===== src/rtl/nn_seq_pkg.sv =====
// Shared types and helpers for the NN layer sequencer: FSM state encoding,
// default phase latencies and extraction of per-layer neuron counts.
package nn_seq_pkg;

  typedef enum logic [2:0] {
    S_IDLE,
    S_LOAD,
    S_MAC,
    S_ACT,
    S_WRITE,
    S_DONE
  } state_e;

  localparam int unsigned MAC_LAT_DEF = 10;
  localparam int unsigned AF_LAT_DEF  = 30;

  // Widest packed layer-size vector the helper accepts (MAX_LAYERS*NW).
  localparam int unsigned SIZE_VEC_W = 512;

  function automatic logic [SIZE_VEC_W-1:0] layer_size(
    input logic [SIZE_VEC_W-1:0] vec,
    input int unsigned           k,
    input int unsigned           nw
  );
    return (vec >> (k * nw)) & ~({SIZE_VEC_W{1'b1}} << nw);
  endfunction

endpackage


===== src/rtl/nn_phase_counter.sv =====
// Loadable down-counter shared by the LOAD/MAC/ACT phases; saturates at zero,
// freezes while hold_i is high and flags the final count of a phase.
module nn_phase_counter #(
  parameter int unsigned CW = 8
) (
  input  logic          clk,
  input  logic          rst_n,
  input  logic          load_i,
  input  logic [CW-1:0] load_val_i,
  input  logic          hold_i,
  output logic          last_o
);

  logic [CW-1:0] cnt_q, cnt_d;

  always_comb begin
    cnt_d = cnt_q;
    if (load_i) begin
      cnt_d = load_val_i;
    end else if (!hold_i && (cnt_q != '0)) begin
      cnt_d = cnt_q - CW'(1);
    end
  end

  always_ff @(posedge clk or negedge rst_n) begin
    if (!rst_n) begin
      cnt_q <= '0;
    end else begin
      cnt_q <= cnt_d;
    end
  end

  assign last_o = (cnt_q == '0);

endmodule


===== src/rtl/nn_layer_sequencer.sv =====
// Master sequencer for the CORDIC NN datapath: walks layers and neurons,
// driving load/MAC/activation/write strobes with stall, abort and config check.
module nn_layer_sequencer
  import nn_seq_pkg::*;
#(
  parameter int unsigned MAX_LAYERS = 8,
  parameter int unsigned NW         = 6,
  parameter int unsigned LW         = $clog2(MAX_LAYERS) + 1,
  parameter int unsigned MAC_LAT    = MAC_LAT_DEF,
  parameter int unsigned AF_LAT     = AF_LAT_DEF
) (
  input  logic                     clk,
  input  logic                     rst_n,
  input  logic                     start,
  input  logic                     abort,
  input  logic                     stall,
  input  logic [LW-1:0]            no_layers,
  input  logic [NW-1:0]            n_inputs,
  input  logic [MAX_LAYERS*NW-1:0] layer_sizes,
  input  logic [MAX_LAYERS-1:0]    af_mask,
  output logic                     weight_en,
  output logic                     bias_en,
  output logic                     compute_en,
  output logic                     af_en,
  output logic                     output_wr_en,
  output logic                     output_shft_en,
  output logic                     output_sel,
  output logic                     bias_sel,
  output logic [LW-1:0]            layer_idx,
  output logic [NW-1:0]            neuron_idx,
  output logic [NW-1:0]            input_idx,
  output logic                     busy,
  output logic                     done,
  output logic                     err
);

  localparam int unsigned IW   = (MAX_LAYERS > 1) ? $clog2(MAX_LAYERS) : 1;
  localparam int unsigned CW_M = ($clog2(MAC_LAT + 1) > NW) ? $clog2(MAC_LAT + 1) : NW;
  localparam int unsigned CW   = ($clog2(AF_LAT + 1) > CW_M) ? $clog2(AF_LAT + 1) : CW_M;

  state_e                state_q, state_d;
  logic [LW-1:0]         layer_q, layer_d, nlay_q, nlay_d;
  logic [NW-1:0]         neuron_q, neuron_d, input_q, input_d, nin_q, nin_d;
  logic [NW-1:0]         sz_q [MAX_LAYERS];
  logic [NW-1:0]         sz_d [MAX_LAYERS];
  logic [NW-1:0]         sz_cfg [MAX_LAYERS];
  logic [MAX_LAYERS-1:0] mask_q, mask_d;

  logic          cnt_load, cnt_last, frz, cfg_ok, cfg_err;
  logic [CW-1:0] cnt_val;
  logic [NW-1:0] cur_size, cur_fanin;
  logic          last_neuron, last_layer, cur_skip;

  logic ld_q, ld_d, cmp_q, cmp_d, af_q, af_d, wr_q, wr_d;
  logic busy_q, busy_d, done_q, done_d, err_q, err_d, osel_q, osel_d, bsel_q, bsel_d;

  nn_phase_counter #(
    .CW (CW)
  ) u_phase_cnt (
    .clk        (clk),
    .rst_n      (rst_n),
    .load_i     (cnt_load),
    .load_val_i (cnt_val),
    .hold_i     (frz),
    .last_o     (cnt_last)
  );

  // Configuration legality and size unpacking, evaluated on the live inputs.
  always_comb begin
    cfg_ok = (no_layers != '0) && (no_layers <= LW'(MAX_LAYERS)) && (n_inputs != '0);
    for (int unsigned k = 0; k < MAX_LAYERS; k++) begin
      sz_cfg[k] = NW'(layer_size(SIZE_VEC_W'(layer_sizes), k, NW));
      if ((LW'(k) < no_layers) && (sz_cfg[k] == '0)) begin
        cfg_ok = 1'b0;
      end
    end
  end

  assign cur_size    = sz_q[layer_q[IW-1:0]];
  assign cur_fanin   = (layer_q == '0) ? nin_q : sz_q[layer_q[IW-1:0] - IW'(1)];
  assign cur_skip    = mask_q[layer_q[IW-1:0]];
  assign last_neuron = (neuron_q == cur_size - NW'(1));
  assign last_layer  = (layer_q == nlay_q - LW'(1));

  assign frz = stall && !abort &&
               (state_q inside {S_LOAD, S_MAC, S_ACT, S_WRITE});

  always_ff @(posedge clk or negedge rst_n) begin
    if (!rst_n) begin
      state_q  <= S_IDLE;
      layer_q  <= '0;
      neuron_q <= '0;
      input_q  <= '0;
      nlay_q   <= '0;
      nin_q    <= '0;
      mask_q   <= '0;
      for (int unsigned k = 0; k < MAX_LAYERS; k++) begin
        sz_q[k] <= '0;
      end
    end else begin
      state_q  <= state_d;
      layer_q  <= layer_d;
      neuron_q <= neuron_d;
      input_q  <= input_d;
      nlay_q   <= nlay_d;
      nin_q    <= nin_d;
      mask_q   <= mask_d;
      sz_q     <= sz_d;
    end
  end

  always_comb begin
    state_d  = state_q;
    layer_d  = layer_q;
    neuron_d = neuron_q;
    input_d  = input_q;
    nlay_d   = nlay_q;
    nin_d    = nin_q;
    mask_d   = mask_q;
    sz_d     = sz_q;
    cnt_load = 1'b0;
    cnt_val  = '0;
    cfg_err  = 1'b0;

    if (abort) begin
      state_d  = S_IDLE;
      layer_d  = '0;
      neuron_d = '0;
      input_d  = '0;
    end else if (!frz) begin
      unique case (state_q)
        S_IDLE: begin
          if (start) begin
            if (cfg_ok) begin
              state_d  = S_LOAD;
              layer_d  = '0;
              neuron_d = '0;
              input_d  = '0;
              nlay_d   = no_layers;
              nin_d    = n_inputs;
              mask_d   = af_mask;
              sz_d     = sz_cfg;
              cnt_load = 1'b1;
              cnt_val  = CW'(n_inputs) - CW'(1);
            end else begin
              cfg_err = 1'b1;
            end
          end
        end
        S_LOAD: begin
          if (cnt_last) begin
            state_d  = S_MAC;
            input_d  = '0;
            cnt_load = 1'b1;
            cnt_val  = CW'(MAC_LAT - 1);
          end else begin
            input_d = input_q + NW'(1);
          end
        end
        S_MAC: begin
          if (cnt_last) begin
            if (cur_skip) begin
              state_d = S_WRITE;
            end else begin
              state_d  = S_ACT;
              cnt_load = 1'b1;
              cnt_val  = CW'(AF_LAT - 1);
            end
          end
        end
        S_ACT: begin
          if (cnt_last) begin
            state_d = S_WRITE;
          end
        end
        S_WRITE: begin
          // Fan-in of the next layer is the size of the layer just finished.
          if (!last_neuron) begin
            state_d  = S_LOAD;
            neuron_d = neuron_q + NW'(1);
            cnt_load = 1'b1;
            cnt_val  = CW'(cur_fanin) - CW'(1);
          end else if (!last_layer) begin
            state_d  = S_LOAD;
            layer_d  = layer_q + LW'(1);
            neuron_d = '0;
            cnt_load = 1'b1;
            cnt_val  = CW'(cur_size) - CW'(1);
          end else begin
            state_d  = S_DONE;
            layer_d  = '0;
            neuron_d = '0;
          end
        end
        S_DONE:  state_d = S_IDLE;
        default: state_d = S_IDLE;
      endcase
    end
  end

  always_comb begin
    ld_d   = (state_d == S_LOAD) && !frz;
    cmp_d  = ((state_d == S_MAC) || (state_d == S_ACT)) && !frz;
    af_d   = (state_d == S_ACT) && !frz;
    wr_d   = (state_d == S_WRITE) && !frz;
    busy_d = state_d inside {S_LOAD, S_MAC, S_ACT, S_WRITE};
    done_d = (state_d == S_DONE);
    err_d  = cfg_err;
    osel_d = (layer_d != '0);
    bsel_d = (neuron_d != '0);
  end

  always_ff @(posedge clk or negedge rst_n) begin
    if (!rst_n) begin
      ld_q   <= 1'b0;
      cmp_q  <= 1'b0;
      af_q   <= 1'b0;
      wr_q   <= 1'b0;
      busy_q <= 1'b0;
      done_q <= 1'b0;
      err_q  <= 1'b0;
      osel_q <= 1'b0;
      bsel_q <= 1'b0;
    end else begin
      ld_q   <= ld_d;
      cmp_q  <= cmp_d;
      af_q   <= af_d;
      wr_q   <= wr_d;
      busy_q <= busy_d;
      done_q <= done_d;
      err_q  <= err_d;
      osel_q <= osel_d;
      bsel_q <= bsel_d;
    end
  end

  assign weight_en      = ld_q;
  assign bias_en        = ld_q;
  assign compute_en     = cmp_q;
  assign af_en          = af_q;
  assign output_wr_en   = wr_q;
  assign output_shft_en = wr_q;
  assign output_sel     = osel_q;
  assign bias_sel       = bsel_q;
  assign layer_idx      = layer_q;
  assign neuron_idx     = neuron_q;
  assign input_idx      = input_q;
  assign busy           = busy_q;
  assign done           = done_q;
  assign err            = err_q;

endmodule


===== config.mk =====
export PLATFORM = sky130hd
export DESIGN_NAME = nn_layer_sequencer
export DESIGN_NICKNAME = d
export VERILOG_FILES = /design/src/rtl/nn_seq_pkg.sv /design/src/rtl/nn_phase_counter.sv /design/src/rtl/nn_layer_sequencer.sv
export SDC_FILE = /design/constraint.sdc
export NUM_CORES = 1
export LEC_CHECK = 0
export CORE_AREA = 2 2 138 107
export CTS_CLUSTER_SIZE = 28
export DETAILED_ROUTE_END_ITERATION = 7
export DIE_AREA = 0 0 140 109
export PLACE_DENSITY = 0.67
export SYNTH_ARGS = -nofsm -noshare
export SYNTH_HDL_FRONTEND = slang
export SYNTH_SLANG_ARGS = --single-unit
export TNS_END_PERCENT = 10

===== constraint.sdc =====
create_clock -name clk -period 4.2 [get_ports clk]
set_input_delay 0.84 -clock clk [delete_from_list [all_inputs] [get_ports clk]]
set_output_delay 0.84 -clock clk [all_outputs]
set_load 0.02 [all_outputs]

After elaboration in Yosys (flattened, before gate mapping)
Index checks and enable logic that the tools add are counted.
{"block": "classes", "n_reduce_logical": 42, "addsub": 9, "mux": 74, "n_eq_ne": 14, "bitwise_logic": 4, "magnitude_cmp": 12}
{"operator": "6-bit 2-to-1 mux", "n": 23}
{"operator": "6-bit zero test", "n": 9}
{"operator": "6-bit binary-select mux with 3-bit select", "n": 2}
{"operator": "3-bit 2-to-1 mux", "n": 10}
{"operator": "4-bit 2-to-1 mux", "n": 7}
{"operator": "6-bit one-hot mux with 2 select lines", "n": 2}
{"operator": "6-bit one-hot mux with 4 select lines", "n": 1}
{"operator": "6-bit by 1-bit subtractor with 6-bit output, second input constant", "n": 4}
{"operator": "1-bit 2-to-1 mux", "n": 23}
{"operator": "6-bit nonzero test", "n": 3}
{"operator": "1-bit logical AND", "n": 17}
{"operator": "3-bit by 4-bit < comparator with 1-bit output, first input constant", "n": 4}
{"operator": "4-bit nonzero test", "n": 4}
{"operator": "3-bit one-hot mux with 5 select lines", "n": 1}
{"operator": "6-bit by 1-bit adder with 6-bit output, second input constant", "n": 2}
{"operator": "3-bit by 2-bit == test with 1-bit output, second input constant", "n": 4}
{"operator": "5-bit 2-to-1 mux", "n": 2}
{"operator": "3-bit == test, second input constant", "n": 3}
{"operator": "4-bit >= comparator, second input constant", "n": 2}
{"operator": "1-bit by 4-bit < comparator with 1-bit output, first input constant", "n": 2}
{"operator": "2-bit by 4-bit < comparator with 1-bit output, first input constant", "n": 2}
{"operator": "3-bit inverter with 4-bit output", "n": 2}
{"operator": "4-bit one-hot mux with 2 select lines", "n": 1}
{"operator": "3-bit by 1-bit == test with 1-bit output, second input constant", "n": 2}
{"operator": "20 further kinds", "n": 23}
{"block": "word_totals", "input_bits": 71, "reg_bits": 100}

Logic depth before layout (Yosys ltp)
{"block": "depth", "ltp_word": 19, "ltp_mapped": 16, "depth_no_buf": 12}

By module
Synthesis repeated with hierarchy kept, for this count alone.
{"block": "unflattened", "hier_cells": 558, "hier_area_um2": 6189.7}
{"module": "nn_layer_sequencer", "instances": 1, "area_each_um2": 5764.3, "cells_per_inst": 509, "seq_area_each_um2": 2352.3}
{"module": "nn_phase_counter", "instances": 1, "area_each_um2": 425.4, "cells_per_inst": 49, "seq_area_each_um2": 150.1}

Worst setup path after synthesis
Ideal clock, no wire load.
{"block": "synth_path", "kind": "register to register", "start": "register layer_q[0] (netlist: layer_idx[0])", "end": "register u_phase_cnt.cnt_q[5]", "t_arrival_ps": 3557, "path_stages_with_launch": 16, "setup_slack_ps": 518, "path_cell_list": "dfrtp_1 -> buf_6 -> buf_2 -> buf_4 -> inv_1 -> ha_1 -> clkbuf_1 -> mux4_2 -> o21ai_0 -> o22ai_1 -> nor3_1 -> nand2_1 -> xor2_1 -> mux2i_1 -> o22ai_1 -> mux2_2"}
{"block": "synth_between", "elab_chain_cells": 12, "word_cells_on_any_way": 31, "classes_between": "add/sub (3); eq/ne (2); mux (22); bitwise (2); reduce/logical (2)"}
{"item": "start: declaration", "line_no": "nn_layer_sequencer.sv:42", "text": "logic [LW-1:0] layer_q, layer_d, nlay_q, nlay_d;"}
{"item": "start signal: assignment", "line_no": "nn_layer_sequencer.sv:102", "text": "layer_q <= layer_d;"}
{"item": "3-bit by 1-bit subtractor with 3-bit output", "line_no": "nn_layer_sequencer.sv:80", "text": "assign cur_fanin = (layer_q == '0) ? nin_q : sz_q[layer_q[IW-1:0] - IW'(1)];"}
{"item": "3-bit inverter with 4-bit output (not written as such)", "line_no": "nn_layer_sequencer.sv:80"}
{"item": "6-bit binary-select mux with 3-bit select", "line_no": "nn_layer_sequencer.sv:80"}
{"item": "6-bit 2-to-1 mux (not written as such) (2 in series)", "line_no": "nn_layer_sequencer.sv:80"}
{"item": "6-bit 2-to-1 mux", "line_no": "nn_layer_sequencer.sv:80"}
{"item": "6-bit by 1-bit subtractor with 6-bit output", "line_no": "nn_layer_sequencer.sv:182", "text": "cnt_val = CW'(cur_fanin) - CW'(1);"}
{"item": "6-bit 2-to-1 mux", "line_no": "nn_layer_sequencer.sv:178", "text": "if (!last_neuron) begin"}
{"item": "6-bit one-hot mux with 4 select lines", "line_no": "nn_layer_sequencer.sv:131", "text": "unique case (state_q)"}
{"item": "6-bit 2-to-1 mux", "line_no": "nn_layer_sequencer.sv:130", "text": "end else if (!frz) begin"}
{"item": "6-bit 2-to-1 mux", "line_no": "nn_layer_sequencer.sv:125", "text": "if (abort) begin"}
{"item": "6-bit 2-to-1 mux", "line_no": "nn_phase_counter.sv:18", "text": "if (load_i) begin"}
{"item": "end signal: assignment", "line_no": "nn_phase_counter.sv:29", "text": "cnt_q <= cnt_d;"}
{"item": "end: declaration", "line_no": "nn_phase_counter.sv:14", "text": "logic [CW-1:0] cnt_q, cnt_d;"}
Parallel ways exist; a longest one is shown, timed or not. The select of a mux whose other input is x is not followed.
A chain may end at the register's enable or synchronous reset.

Worst setup path in the final report
{"block": "layout_path", "start": "register layer_q[0] (netlist: layer_idx[0])", "end": "register osel_q (netlist: output_sel)"}
{"block": "layout_between", "elab_chain_cells": 11, "word_cells_on_any_way": 16, "classes_between": "add/sub (2); eq/ne (2); mux (10); bitwise (1); reduce/logical (1)"}
{"item": "3-bit inverter with 4-bit output (not written as such)", "line_no": "nn_layer_sequencer.sv:79", "text": "assign cur_size = sz_q[layer_q[IW-1:0]];"}
{"item": "6-bit binary-select mux with 3-bit select", "line_no": "nn_layer_sequencer.sv:79"}
{"item": "6-bit 2-to-1 mux (not written as such) (2 in series)", "line_no": "nn_layer_sequencer.sv:79"}
{"item": "6-bit by 1-bit subtractor with 6-bit output", "line_no": "nn_layer_sequencer.sv:82", "text": "assign last_neuron = (neuron_q == cur_size - NW'(1));"}
{"item": "6-bit == test", "line_no": "nn_layer_sequencer.sv:82"}
{"item": "4-bit 2-to-1 mux *", "line_no": "nn_layer_sequencer.sv:178"}
{"item": "4-bit one-hot mux with 2 select lines *", "line_no": "nn_layer_sequencer.sv:131"}
{"item": "4-bit 2-to-1 mux *", "line_no": "nn_layer_sequencer.sv:130"}
{"item": "4-bit 2-to-1 mux *", "line_no": "nn_layer_sequencer.sv:125"}
{"item": "named net layer_d[3]", "line_no": "nn_layer_sequencer.sv:42"}
{"item": "4-bit nonzero test *", "line_no": "nn_layer_sequencer.sv:209", "text": "osel_d = (layer_d != '0);"}
{"item": "named net osel_d", "line_no": "nn_layer_sequencer.sv:55", "text": "logic busy_q, busy_d, done_q, done_d, err_q, err_d, osel_q, osel_d, bsel_q, bsel_d;"}
{"item": "end signal: assignment", "line_no": "nn_layer_sequencer.sv:232", "text": "osel_q <= osel_d;"}
{"item": "end: declaration", "line_no": "nn_layer_sequencer.sv:55"}
The timed path passes the listed nets; every way through them passes the cells marked *. The select of a mux whose other input is x is not followed.

==> results.json <==
{
  "grt_first_pass_wirelength_um": 27100,
  "syn_to_final_growth_pct": 25.3,
  "clock-sinks": 100,
  "max_slew.worst_pin.slew_ns": 0.635,
  "violations": "DRC",
  "num_antenna_cells": 0,
  "grt_usage": 0.231,
  "cts_setup_buffers": 0,
  "die_area_um2": 15300,
  "drive_gt1_frac": 0.223,
  "dp.cells": 820,
  "grt_max_degree": 46,
  "status": "finished with violations",
  "synthArstFlopShare": 1.00,
  "port-buffer-count": 97,
  "stdcell_count": 836,
  "hold_buffers": 0,
  "maxCapViolCount": 0,
  "synth_nets": 629,
  "setup_tns_ns": 0,
  "r2r_end": "output_sel",
  "wl_um": 16500,
  "route.detailed.drc": 9,
  "hold_violations": 0,
  "syn_avg_cell_area_um2": 11.2,
  "ys_types": 69,
  "finalPower_uw": 3600,
  "reg2reg_slack_ns": 0.43,
  "die_w_um": 140,
  "rsz0062_at_grt": "no",
  "period_share": 0.899,
  "hold_ws_ns": 0.407,
  "critPathKind": "reg2reg",
  "ys_seq_elements": 100,
  "yosysTopAreaCellShare": 0.409,
  "numCtsBuffers": 9,
  "clock_path_buffers": 2,
  "yosysMostFrequentCell": "dfrtp_1",
  "synth_top_family_by_area": "multiplexers",
  "fin_skew_ns": 0.0105,
  "ir_worst_vdd_mv": 0.238,
  "synth-edff-count": 0,
  "synth_compound_gate_area_share": 0.0899,
  "cts_resized": 0,
  "antenna_found_initial": 0,
  "cp-end-kind": "register",
  "cts_max_level": 3,
  "io_pins": 98,
  "clockRootBuffer": "clkbuf_16",
  "synthMuxAreaShare": 0.257,
  "synth-simple-area-share": 0.135,
  "synth-main-ff-cell": "dfrtp_1",
  "p_leak_uw": 0.00318,
  "ys_top_cells_by_count": "dfrtp_1, mux2_2, nand2_1",
  "cts_tree": "yes",
  "cp-start-kind": "register",
  "worstPathArrival_ns": 4.00,
  "cts.reportedPaths.clkPinSlew_ns": 0.07,
  "synth.largest_area_cell": "dfrtp_1",
  "grt_pass1_vias": 5034,
  "overflow": 0,
  "syn_inst": 547,
  "fin_crit_ns": 3.77,
  "viasPerCell": 5.84,
  "yosys_warnings": 0,
  "wire_per_inst_um": 19.7,
  "antenna_left": 0,
  "syn_area_um2": 6120,
  "cp_data_required_time_ns": 4.42,
  "fp-row-count": 38,
  "synthXorXnorAreaFrac": 0.0497,
  "final_net_count": 733,
  "r2r-start": "layer_idx[0]",
  "finalSetupViolCount": 0,
  "p_per_area_nw_per_um2": 469,
  "initial_utilization": 0.436,
  "hold_class": "in2async",
  "cp_max_fo": 18,
  "drt-initial-drc-count": 327,
  "synth_fa_ha_area_frac": 0.0241,
  "fp.dieH_um": 109,
  "core-area_um2": 14000,
  "clock_latency_ns": 0.35,
  "relSlewSlack": 0.573,
  "vias": 4882,
  "place_congestion": 0.874,
  "drt_pass1_iterations": 7,
  "place_hpwl_um": 12700,
  "ys_seq_area_frac": 0.409,
  "yosys-top-cells-area": "dfrtp_1, mux2_2, mux4_2",
  "slew_viol_final": 0,
  "fmax_mhz": 265,
  "r2r_cells": 10
}
cell type report:
type | instances | area [um2]
Timing Repair Buffer | 117 | 1140
Multi-Input combinational cell | 396 | 3400
Sequential cell | 100 | 2500
Fill cell | 1239 | 6350
Inverter | 27 | 101
Clock inverter | 4 | 48.8
Clock buffer | 12 | 246
Tap cell | 180 | 225
routing by layer:
metal / vias up / track usage / wire [um]
met2: 166 / 0.369 / 7500
met4: 0 / 0.0541 / 171
met3: 14 / 0.0606 / 1160
li1: 2223 / - / -
met1: 2479 / 0.318 / 7670
met5: - / 0 / 0
power by group:
part           switching, uW  internal [uW]
logic                    584            690
clock network            369            479
registers                228           1250
through the flow:
step / setup WS (ns) / area, um2 / utilization
final: 0.426 / 7670 / 0.547
after global routing: 0.202 / 7670 / 0.547
after CTS: 0.404 / 7670 / 0.547
after detailed placement: 0.275 / 7380 / 0.526
after global placement: 0.255 / 7380 / 0.526
after floorplan: 0.518 / 6120 / -
how the worst max path moves through the flow:
| stage | start | to | slack, ns | cells after the start |
|---|---|---|---|---|
| floorplan | layer_idx[0] | u_phase_cnt.cnt_q[5] | 0.52 | 15 |
| global route | layer_idx[0] | output_sel | 0.20 | 10 |
| global placement | layer_sizes[31] | output_sel | 0.26 | 9 |
| finish | layer_idx[0] | output_sel | 0.43 | 10 |
| detailed placement | layer_sizes[31] | output_sel | 0.28 | 9 |
| CTS | layer_idx[0] | output_sel | 0.40 | 10 |
sequential cells by signal, indices dropped and copies added, names as in the netlist, 4 cells and up:
signal / flops
input_idx: 6
layer_idx: 4
mask_q: 8
neuron_idx: 6
nin_q: 6
nlay_q: 4
sz_q: 48
u_phase_cnt.cnt_q: 6
worst max-delay path, cell delays in order, from the launching register on:
cell	delay (ns)
dfrtp_2	0.59
buf_4	0.26
mux4_2	0.52
mux2i_1	0.34
nand2_1	0.16
nor2_4	0.13
xnor3_2	0.44
nor2_8	0.31
a21oi_2	0.08
a211o_1	0.28
or4_1	0.51
logic make-up after synthesis:
group,after synthesis
compound gates,79
xor+xnor,33
fa+ha+maj,12
buf+inv,51
flops,100
mux,113
simple gates,159
cells in the final DEF (no fill, tap or decap), drive strengths merged, types with 20 or more instances in the layout:
cell type	n
nor2	40
inv	26
o21ai	21
dfrtp	100
mux2	67
mux4	26
buf	21
mux2i	20
clkdlybuf4s50	96
nand2	39
(Power assumes the default switching activity.)
